==> src/rtl/fifo_umbral_param.sv <==
// Synchronous FIFO with runtime almost-full/almost-empty thresholds, occupancy and sticky error flags.
// Latency: a popped word appears on data_out one cycle after the accepted read, qualified by valid_out.
// Backpressure: a write while full is dropped (overflow) unless a read frees the slot in the same cycle.
module fifo_umbral_param #(
    parameter int DATA_WIDTH    = 6,
    parameter int ADDRESS_WIDTH = 2
) (
    input  logic                     clk,
    input  logic                     reset,
    input  logic                     init,
    input  logic                     wr_enable,
    input  logic                     rd_enable,
    input  logic [DATA_WIDTH-1:0]    data_in,
    input  logic [ADDRESS_WIDTH:0]   umbral_af,
    input  logic [ADDRESS_WIDTH:0]   umbral_ae,
    output logic [DATA_WIDTH-1:0]    data_out,
    output logic                     valid_out,
    output logic [ADDRESS_WIDTH:0]   fifo_cnt,
    output logic                     full_fifo,
    output logic                     empty_fifo,
    output logic                     almost_full_fifo,
    output logic                     almost_empty_fifo,
    output logic                     overflow,
    output logic                     underflow,
    output logic                     error_fifo
);

    localparam int                       DEPTH     = 1 << ADDRESS_WIDTH;
    localparam logic [ADDRESS_WIDTH:0]   DEPTH_CNT = (ADDRESS_WIDTH+1)'(DEPTH);
    localparam logic [ADDRESS_WIDTH:0]   CNT_ONE   = 1;
    localparam logic [ADDRESS_WIDTH-1:0] PTR_ONE   = 1;

    logic [DATA_WIDTH-1:0]    mem [DEPTH];
    logic [ADDRESS_WIDTH-1:0] wr_ptr;
    logic [ADDRESS_WIDTH-1:0] rd_ptr;
    logic [ADDRESS_WIDTH:0]   cnt;
    logic                     wr_acc;
    logic                     rd_acc;

    // Occupancy-derived status; thresholds are live inputs so flags follow them without delay.
    always_comb begin
        full_fifo         = (cnt == DEPTH_CNT);
        empty_fifo        = (cnt == '0);
        fifo_cnt          = cnt;
        almost_full_fifo  = (cnt >= umbral_af) & ~full_fifo;
        almost_empty_fifo = (cnt <= umbral_ae) & ~empty_fifo;
        error_fifo        = overflow | underflow;
    end

    // Accept logic: a read on a full FIFO frees a slot for the same-cycle write; an empty FIFO never falls through.
    always_comb begin
        rd_acc = init & rd_enable & ~empty_fifo;
        wr_acc = init & wr_enable & (~full_fifo | rd_enable);
    end

    // Storage array; contents are don't-care after reset since the pointers define what is live.
    always_ff @(posedge clk) begin
        if (wr_acc) begin
            mem[wr_ptr] <= data_in;
        end
    end

    // Pointers and occupancy; depth is a power of two so the pointers wrap naturally.
    always_ff @(posedge clk or posedge reset) begin
        if (reset) begin
            wr_ptr <= '0;
            rd_ptr <= '0;
            cnt    <= '0;
        end else if (!init) begin
            wr_ptr <= '0;
            rd_ptr <= '0;
            cnt    <= '0;
        end else begin
            if (wr_acc) begin
                wr_ptr <= wr_ptr + PTR_ONE;
            end
            if (rd_acc) begin
                rd_ptr <= rd_ptr + PTR_ONE;
            end
            case ({wr_acc, rd_acc})
                2'b10:   cnt <= cnt + CNT_ONE;
                2'b01:   cnt <= cnt - CNT_ONE;
                default: cnt <= cnt;
            endcase
        end
    end

    // Registered read port: data_out is zero and valid_out low in any cycle without an accepted read.
    always_ff @(posedge clk or posedge reset) begin
        if (reset) begin
            data_out  <= '0;
            valid_out <= 1'b0;
        end else if (!init) begin
            data_out  <= '0;
            valid_out <= 1'b0;
        end else if (rd_acc) begin
            data_out  <= mem[rd_ptr];
            valid_out <= 1'b1;
        end else begin
            data_out  <= '0;
            valid_out <= 1'b0;
        end
    end

    // Sticky error flags; only a hard reset or a soft init clears them.
    always_ff @(posedge clk or posedge reset) begin
        if (reset) begin
            overflow  <= 1'b0;
            underflow <= 1'b0;
        end else if (!init) begin
            overflow  <= 1'b0;
            underflow <= 1'b0;
        end else begin
            if (wr_enable & full_fifo & ~rd_enable) begin
                overflow <= 1'b1;
            end
            if (rd_enable & empty_fifo) begin
                underflow <= 1'b1;
            end
        end
    end

endmodule

==> config.mk <==
export PLATFORM = sky130hd
export DESIGN_NAME = fifo_umbral_param
export DESIGN_NICKNAME = d
export VERILOG_FILES = /design/src/rtl/fifo_umbral_param.sv
export SDC_FILE = /design/constraint.sdc
export NUM_CORES = 1
export LEC_CHECK = 0
export CORE_ASPECT_RATIO = 0.8
export CORE_UTILIZATION = 60
export CTS_CLUSTER_SIZE = 25
export DETAILED_ROUTE_END_ITERATION = 12
export DONT_BUFFER_PORTS = 1
export PLACE_DENSITY = 0.76
export SLEW_MARGIN = 30
export SYNTH_ARGS = -nofsm -noshare
export SYNTH_HDL_FRONTEND = slang
export SYNTH_SLANG_ARGS = --single-unit
==> constraint.sdc <==
create_clock -name clk -period 2.5 [get_ports clk]
set_clock_uncertainty 0.1 [all_clocks]
set_input_delay 0.625 -clock clk [delete_from_list [all_inputs] [get_ports clk]]
set_output_delay 0.625 -clock clk [all_outputs]
set_load 0.01 [all_outputs]
### Word-level counts from Yosys, hierarchy flattened

Memories as Yosys holds them, arrays and structs flattened.
Index checks and enable logic that the tools add are counted.

* latch bits: 0
* input port bits: 17
* register bits after elaboration: 16
* ROM bits: 0
* output and inout port bits: 17
* memories kept: 1
* bits in writable memories: 24
* word-level logic and storage cells: 53

Memories
* mem: depth 4, width 6, read ports 1, clocked after Yosys merged registers in 0, write ports 1, line 33 `logic [DATA_WIDTH-1:0] mem [DEPTH];`

* bitwise operators: 14
* div/mod/pow operators: 0
* $add $sub $neg: 4
* multipliers: 0
* shift-type cells: 0
* equality and inequality tests: 8
* muxes and demuxes: 16
* magnitude comparators: 2
* reductions and logical operators: 1

Operators with widths (number)
* two-way mux 6 bit: 2
* AND 1 bit: 9
* two-way mux 1 bit: 8
* two-way mux 2 bit: 4
* inequality test 2 x 1 -> 1 bit (second input constant): 4
* one-hot mux 3 bit (2 select lines): 1
* adder 2 x 1 -> 2 bit (second input constant): 2
* adder 3 x 1 -> 3 bit (second input constant): 1
* equality test 3 bit (second input constant): 1
* greater-or-equal comparator 3 bit: 1
* <= comparator 3 bit: 1
* logical NOT 3 bit: 1
* two-way mux 3 bit: 1
* inequality test 3 x 1 -> 1 bit (second input constant): 1
* NOT 1 bit: 3
* subtractor 3 x 1 -> 3 bit (second input constant): 1
* equality test 2 x 1 -> 1 bit (second input constant): 1
* equality test 2 bit (second input constant): 1
* bitwise OR 1 bit: 2

### Depth between registers and ports, before layout

Gate-level depths: netlist of run 1.

* depth after elaboration: 7
* gate-level depth with buffers: 8

### Worst setup path before layout of run 1

OpenSTA, ideal clock, no wires.

* kind: input-to-output
* start point: input port umbral_ae[1]
* end point: output port almost_empty_fifo
* setup slack: 318 ps
* required time: 1775 ps
* arrival time: 1457 ps
* cell stages on the path: 6
* path through: inv_1 -> ha_1 -> nor2b_1 -> o21ai_0 -> nand2b_1 -> a21oi_1

* cells in the longest elaborated chain, start to end: 2

Ends and longest elaborated chain
* start: declaration: line 15 `input logic [ADDRESS_WIDTH:0] umbral_ae,`
* <= comparator 3 bit: line 46 `almost_empty_fifo = (cnt <= umbral_ae) & ~empty_fifo;`
* AND 1 bit: line 46
* end: declaration: line 22 `output logic almost_empty_fifo,`

No other way between the ends.

### Final worst setup path of run 1

* start point: register cnt[0] (netlist: fifo_cnt[0])
* end point: output port almost_full_fifo

* cells in the longest elaborated chain, start to end: 3
* elaborated cells on any way between the ends: 4
* those cells by class: order compare: 1; eq/ne: 1; bitwise: 2

Ends and longest elaborated chain
* start: declaration: line 36 `logic [ADDRESS_WIDTH:0] cnt;`
* start signal: assignment: line 81 `2'b10: cnt <= cnt + CNT_ONE;`
* start signal: assignment: line 82 `2'b01: cnt <= cnt - CNT_ONE;`
* start signal: assignment: line 83 `default: cnt <= cnt;`
* branches (longest 2 deep; another with greater-or-equal comparator 3 bit)
* AND 1 bit (*): line 45 `almost_full_fifo = (cnt >= umbral_af) & ~full_fifo;`
* end: declaration: line 21 `output logic almost_full_fifo,`

Mark *: on every way between the ends.

==> metrics, run 1 <==
pwr dens=724 mW/mm2; vias in the first global route=956; largest family of logic cells by synthesized area=simple AND/OR/NAND/NOR gates; drt first-iter violations=34; top cells by area, synth=edfxtp_1, dfrtp_1, mux4_2; FP Rows=17; Die H=51.0 um; Die W=63.3 um; switching power=368 uW; CP cell instances=inv_2, ha_1, nand2b_1, a21o_1, a21oi_1, nor2_1; Global Route Usage Sum=0.207; post-synthesis register bit count=40; Synth cell types=30; Warnings, synthesis=0; I/O Buffers=0; Worst slew margin=0.594; GRT overflow=0; Final min period=2.36 ns; Slew Viols, Final=0; critical path's top delay family=flip-flops; Clock Sinks=40; post-detail-place hpwl=2080 um; sequential power share=0.559; Comb pwr share=0.148; CP bufs+invs=1; clk_lat worst skew=0.29 ns; Critical Path End Type=output port; Final ANT Viol Nets=0; simple-gate share of the synthesized area=0.109; share of synthesized registers carrying an async set or reset=0.400; post-synthesis cell area=0.00180 mm2; fill count=216; Ant. Diodes=0; CP max-delay cell=dfrtp_2; Tot Pwr=1410 uW; Setup Fix Bufs, Post-CTS=0; Max Fanout on Critical Path=7; mux cell area share after synthesis=0.0972; worst-margin pin slew=0.605 ns; final wirelength=2800 um; CP Data Arrival Time=1.64 ns; TritonCTS Buffers=5; Max Cap Viol=0; CTS tree=built; Synth Area in XOR/XNOR=0.00972; via count=935; Post-synth EDFFs=24; largest net degree at the start of global routing=17; Synth Net Count=153; Compound-Gate Fraction of Synth Area=0.0514; Synth Area in Adders=0.0806; Crit Path Category=reg -> out; final setup violation count=0; DRT Pass-1 Iters=4; Residual DRC=0; GPL Wtd Cong=0.727; cts repair resizes=1; startpoint class of the critical path=flop; sw frac=0.261; Starting Density=0.642; Synth Instances=125; nets=160; # IOs=34; top-area cell type share of the netlist area=0.400; Syn Area/Cell=14.4 um2; global-route wire length before repair=4660 um; count leader, synth=edfxtp_1; fraction of layout cells with a size suffix above 1=0.165; Root Buffer=clkbuf_8; via/cell ratio=5.47; CTS Hold Bufs=0; Synth top cells by count=edfxtp_1, dfrtp_1, inv_1, ha_1, nor2b_1; Main synth FF type=edfxtp_1; Final Hold Fails=0; peak supply drop=434 uV; Synth-to-Final Area Change=7.92%; post-synthesis sequential area ratio=0.622; Avg WL per Cell=16.4 um; min-delay worst type=in -> async; H-tree levels=2; Critical Path RT=1.77 ns; Internal=1040 uW; max incr delay on CP=0.48 ns; unrepaired setup endpoints after global routing=false; Clk pwr share=0.293; antenna violations before repair=0; status=finished, final reports clean; Tcrit/Tclk final=0.945; Max Root-Sink Buffers=2; leakage=0.000805 uW; core footprint=0.00281 mm2; CTS clk-pin slew, worst paths=0.08 ns; max frequency=423 MHz; DIE AREA=0.00323 mm2; sum of negative setup slack=0 ns; Synth area leader=edfxtp_1
==> flip-flops by register name (all words and copies together) (netlist names) <==
name and flops:
underflow 1, wr_ptr 2, valid_out 1, data_out 6
fifo_cnt 3, overflow 1, mem 24, rd_ptr 2
==> power by group through the flow <==
stage / logic [uW] / clock network (uW) / registers [uW]
global route: 238 / 436 / 795
floorplan: 179 / 0 / 785
global placement: 202 / 0 / 799
finish: 209 / 413 / 787
detailed placement: 210 / 0 / 802
CTS: 211 / 416 / 788
==> layer usage <==
| metal | vias to the layer above | share of wire | GRT usage |
|---|---|---|---|
| li1 | 454 | - | - |
| met2 | 26 | 0.49 | 0.341 |
| met3 | 7 | 0.046 | 0.0647 |
| met4 | 0 | 0.014 | 0.0871 |
| met1 | 448 | 0.45 | 0.258 |
| met5 | - | 0 | 0 |
==> path summary, 6_finish.rpt <==
| check | startpoint | endpoint | slack (ns) | depth (start not counted) |
|---|---|---|---|---|
| max | fifo_cnt[0] | almost_full_fifo | 0.14 | 6 |
| min | reset | data_out[3] | 0.19 | 1 |
| max reg2reg | fifo_cnt[0] | fifo_cnt[2] | 0.25 | 8 |
| min reg2reg | wr_ptr[0] | wr_ptr[0] | 0.47 | 1 |
| max in group asynchronous | reset | fifo_cnt[0] | 1.69 | 1 |
| min in group clk | data_in[2] | mem[2][2] | 0.32 | 0 |
==> logic make-up after synthesis <==
group | Yosys count
AO/OA/AOI/OAI | 12
XOR/XNOR | 2
adder cells (fa/ha/maj) | 11
buffers and inverters | 14
flip-flops | 40
multiplexers | 10
AND/OR/NAND/NOR | 36
==> per-stage QoR <==
| stage | utilization | instance area (um2) | std cells | hold slack (ns) | worst slack, ns |
|---|---|---|---|---|---|
| global route | 0.693 | 1940 | 171 | 0.236 | 0.00205 |
| global placement | 0.662 | 1860 | 163 | 0.425 | 0.291 |
| CTS | 0.693 | 1940 | 171 | 0.204 | 0.0881 |
| floorplan | - | 1800 | 125 | 0.403 | 0.318 |
| detailed placement | 0.662 | 1860 | 163 | 0.461 | 0.248 |
| finish | 0.693 | 1940 | 171 | 0.186 | 0.137 |
==> layout by cell type, fill, tap and decap left out, drive strengths merged, types with 4 or more instances in the layout <==
cell type  netlist  layout
nor2b            9       9
ha              10      10
nand2            8       8
a21oi            4       4
dfrtp           16      16
inv             11      12
and2             5       5
clkbuf           2       6
nor2             4       4
edfxtp          24      24
mux2i            4       4
mux4             6       6
==> worst reg2reg max path: stages (launching register included) <==
cell and delay, ns:
dfrtp_2 0.49, or3b_1 0.45, o211ai_1 0.24, nand2_1 0.11, nor2_1 0.14, fa_1 0.20, nor3_1 0.06, a31oi_1 0.18
mux2i_1 0.21
==> final cells by class <==
type / instances / area (um2) / share of cell area
Inverter: 11 / 41.3 / 0.0212
Timing Repair Buffer: 3 / 22.5 / 0.0116
Multi-Input combinational cell: 71 / 627 / 0.322
Clock buffer: 6 / 72.6 / 0.0373
Tap cell: 38 / 47.5 / 0.0245
Clock inverter: 2 / 11.3 / 0.00579
Sequential cell: 40 / 1120 / 0.577
No activity file was read; power rests on OpenSTA's default activity.
==> run 2: changes to the inputs <==
--- a/config.mk
+++ b/config.mk
@@ -15,3 +15,4 @@
 export SYNTH_ARGS = -nofsm -noshare
 export SYNTH_HDL_FRONTEND = slang
 export SYNTH_SLANG_ARGS = --single-unit
+export TNS_END_PERCENT = 30
==> results of run 2 <==
The final DEF is identical to that of run 1; final timing and power are the same.
==> run 3: changes to the inputs <==
--- a/config.mk
+++ b/config.mk
@@ -5,8 +5,10 @@
 export SDC_FILE = /design/constraint.sdc
 export NUM_CORES = 1
 export LEC_CHECK = 0
+export CAP_MARGIN = 15
 export CORE_ASPECT_RATIO = 0.8
 export CORE_UTILIZATION = 60
+export CTS_BUF_LIST = sky130_fd_sc_hd__clkbuf_2 sky130_fd_sc_hd__clkbuf_4 sky130_fd_sc_hd__clkbuf_8
 export CTS_CLUSTER_SIZE = 25
 export DETAILED_ROUTE_END_ITERATION = 12
 export DONT_BUFFER_PORTS = 1
==> run 3 against run 2 <==
Cell count is the same. Sequential share of layout area shrank 0.11 points. Clock power is 2% higher. Critical path type unchanged. Highest routed layer unchanged. Flip-flop and latch count did not move.
==> metrics, run 3 (synthesized netlist as in run 1, its figures left out) <==
status=finished, final reports clean; Die H=51.0 um (unchanged); Final ANT Viol Nets=0 (unchanged); core footprint=0.00281 mm2 (unchanged); GRT overflow=0 (unchanged); Final min period=2.36 ns (+0.00104 ns); startpoint class of the critical path=flop; Avg WL per Cell=16.4 um (+0.25%); FP Rows=17 (unchanged); Clock Sinks=40 (unchanged); via count=948 (+1.4%); Worst R2R Setup Slack=0.25 ns (about the same); placed cell count=163 (unchanged); Place WS=0.248 ns (unchanged); worst-margin pin slew=0.605 ns (-0.0000132 ns); DRT Pass-1 Iters=4 (unchanged); Slew Viols, Final=0 (unchanged); Hold WS=0.185 ns (-0.00158 ns); commonest cells after routing, fill and taps aside=edfxtp_1, dfrtp_1, inv_1, ha_1, nor2b_1; final cell count without fillers=171 (unchanged); largest net degree at the start of global routing=17 (unchanged); CTS tree=built; Starting Density=0.642 (unchanged); leakage=0.000808 uW (+0.43%); fraction of layout cells with a size suffix above 1=0.173 (+0.00752); clk_lat worst skew=0.29 ns (about the same); Residual DRC=0 (unchanged); fill count=217 (+0.46%); Synth-to-Final Area Change=8.13%; Max Root-Sink Buffers=2 (unchanged); global-route wire length before repair=4700 um (+0.73%); Root Buffer=clkbuf_8; antenna violations before repair=0 (unchanged); commonest non-fill, non-tap cell in the layout=edfxtp_1; Final Hold Fails=0 (unchanged); post-detail-place hpwl=2080 um (unchanged); unrepaired setup endpoints after global routing=false; register area=0.00112 mm2 (unchanged); Max Cap Viol=0 (unchanged); final setup violation count=0 (unchanged); DIE AREA=0.00323 mm2 (unchanged); GPL Wtd Cong=0.727 (unchanged); I/O Buffers=0 (unchanged); pwr dens=728 mW/mm2 (+0.51%); Tot Pwr=1420 uW (+0.70%); area occupied by multi-input gates=627 um2 (unchanged); Critical Path End Type=output port; vias in the first global route=961 (+0.52%); Max Fanout on Critical Path=7 (unchanged); drt first-iter violations=34 (unchanged); Global Route Usage Sum=0.208 (+0.000907); # IOs=34 (unchanged); final setup margin=0.136 ns (-0.00104 ns); Top reg by flops=mem; max frequency=423 MHz (about the same); CTS clk-pin slew, worst paths=0.08 ns (about the same); Tcrit/Tclk final=0.946 (about the same); peak supply drop=435 uV (+0.34%); Critical Path RT=1.77 ns (about the same); sum of negative setup slack=0 ns (unchanged); Die W=63.3 um (unchanged); via/cell ratio=5.54 (+1.4%); Ant. Diodes=0 (unchanged); H-tree levels=2 (unchanged); nets=160 (unchanged); max reg flops=24 (unchanged); Worst slew margin=0.594 (about the same); final wirelength=2800 um (+0.25%); min-delay worst type=in -> async; Crit Path Category=reg -> out; CP Data Arrival Time=1.64 ns (about the same); TritonCTS Buffers=5 (unchanged)
[run 3: final timing paths]
kind                             start                to  depth (start not counted)
hold / removal                   reset       data_out[2]                          1
hold reg to reg              wr_ptr[0]         wr_ptr[0]                          1
min in group clk            data_in[4]         mem[3][4]                          0
setup / recovery           fifo_cnt[0]  almost_full_fifo                          6
max in group asynchronous        reset       fifo_cnt[0]                          1
setup reg to reg           fifo_cnt[0]       fifo_cnt[2]                          8
[run 3: cell type report]
type | count | area share
flip-flops and latches | 40 | 0.576
multi-input cells | 71 | 0.322
clock buffers | 6 | 0.0392
well taps | 38 | 0.0244
inverters | 11 | 0.0212
repair buffers | 3 | 0.0116
clock inverters | 2 | 0.00578
[run 3: routing by layer]
layer / vias to the layer above / routed length (um) / track usage
met5: - / 0 / 0
met4: 0 / 39 / 0.0871
met3: 7 / 149 / 0.0647
met2: 25 / 1360 / 0.341
met1: 462 / 1250 / 0.261
li1: 454 / - / -
[run 3: stage by stage]
| stage | util | area, um2 |
|---|---|---|
| floorplan | - | 1800 |
| global placement | 0.662 | 1860 |
| detailed placement | 0.662 | 1860 |
| CTS | 0.694 | 1950 |
| global route | 0.694 | 1950 |
| finish | 0.694 | 1950 |
[run 3: worst max-delay path: stages (launching register included)]
cell	delay (ns)
dfrtp_2	0.48
inv_2	0.07
ha_1	0.26
nand2b_1	0.14
a21o_1	0.18
a21oi_1	0.13
nor2_1	0.08
[run 3: power breakdown]
group | switching [uW] | internal (uW)
sequential | 45.8 | 741
clock | 217 | 206
combinational | 104 | 104
total | 367 | 1050
[run 3: timing repair]
action	in CTS	in global routing
resized for setup	1	1
endpoints found under the setup margin	1	1
setup buffers	0	0
pin swaps	0	0
hold buffers	0	0
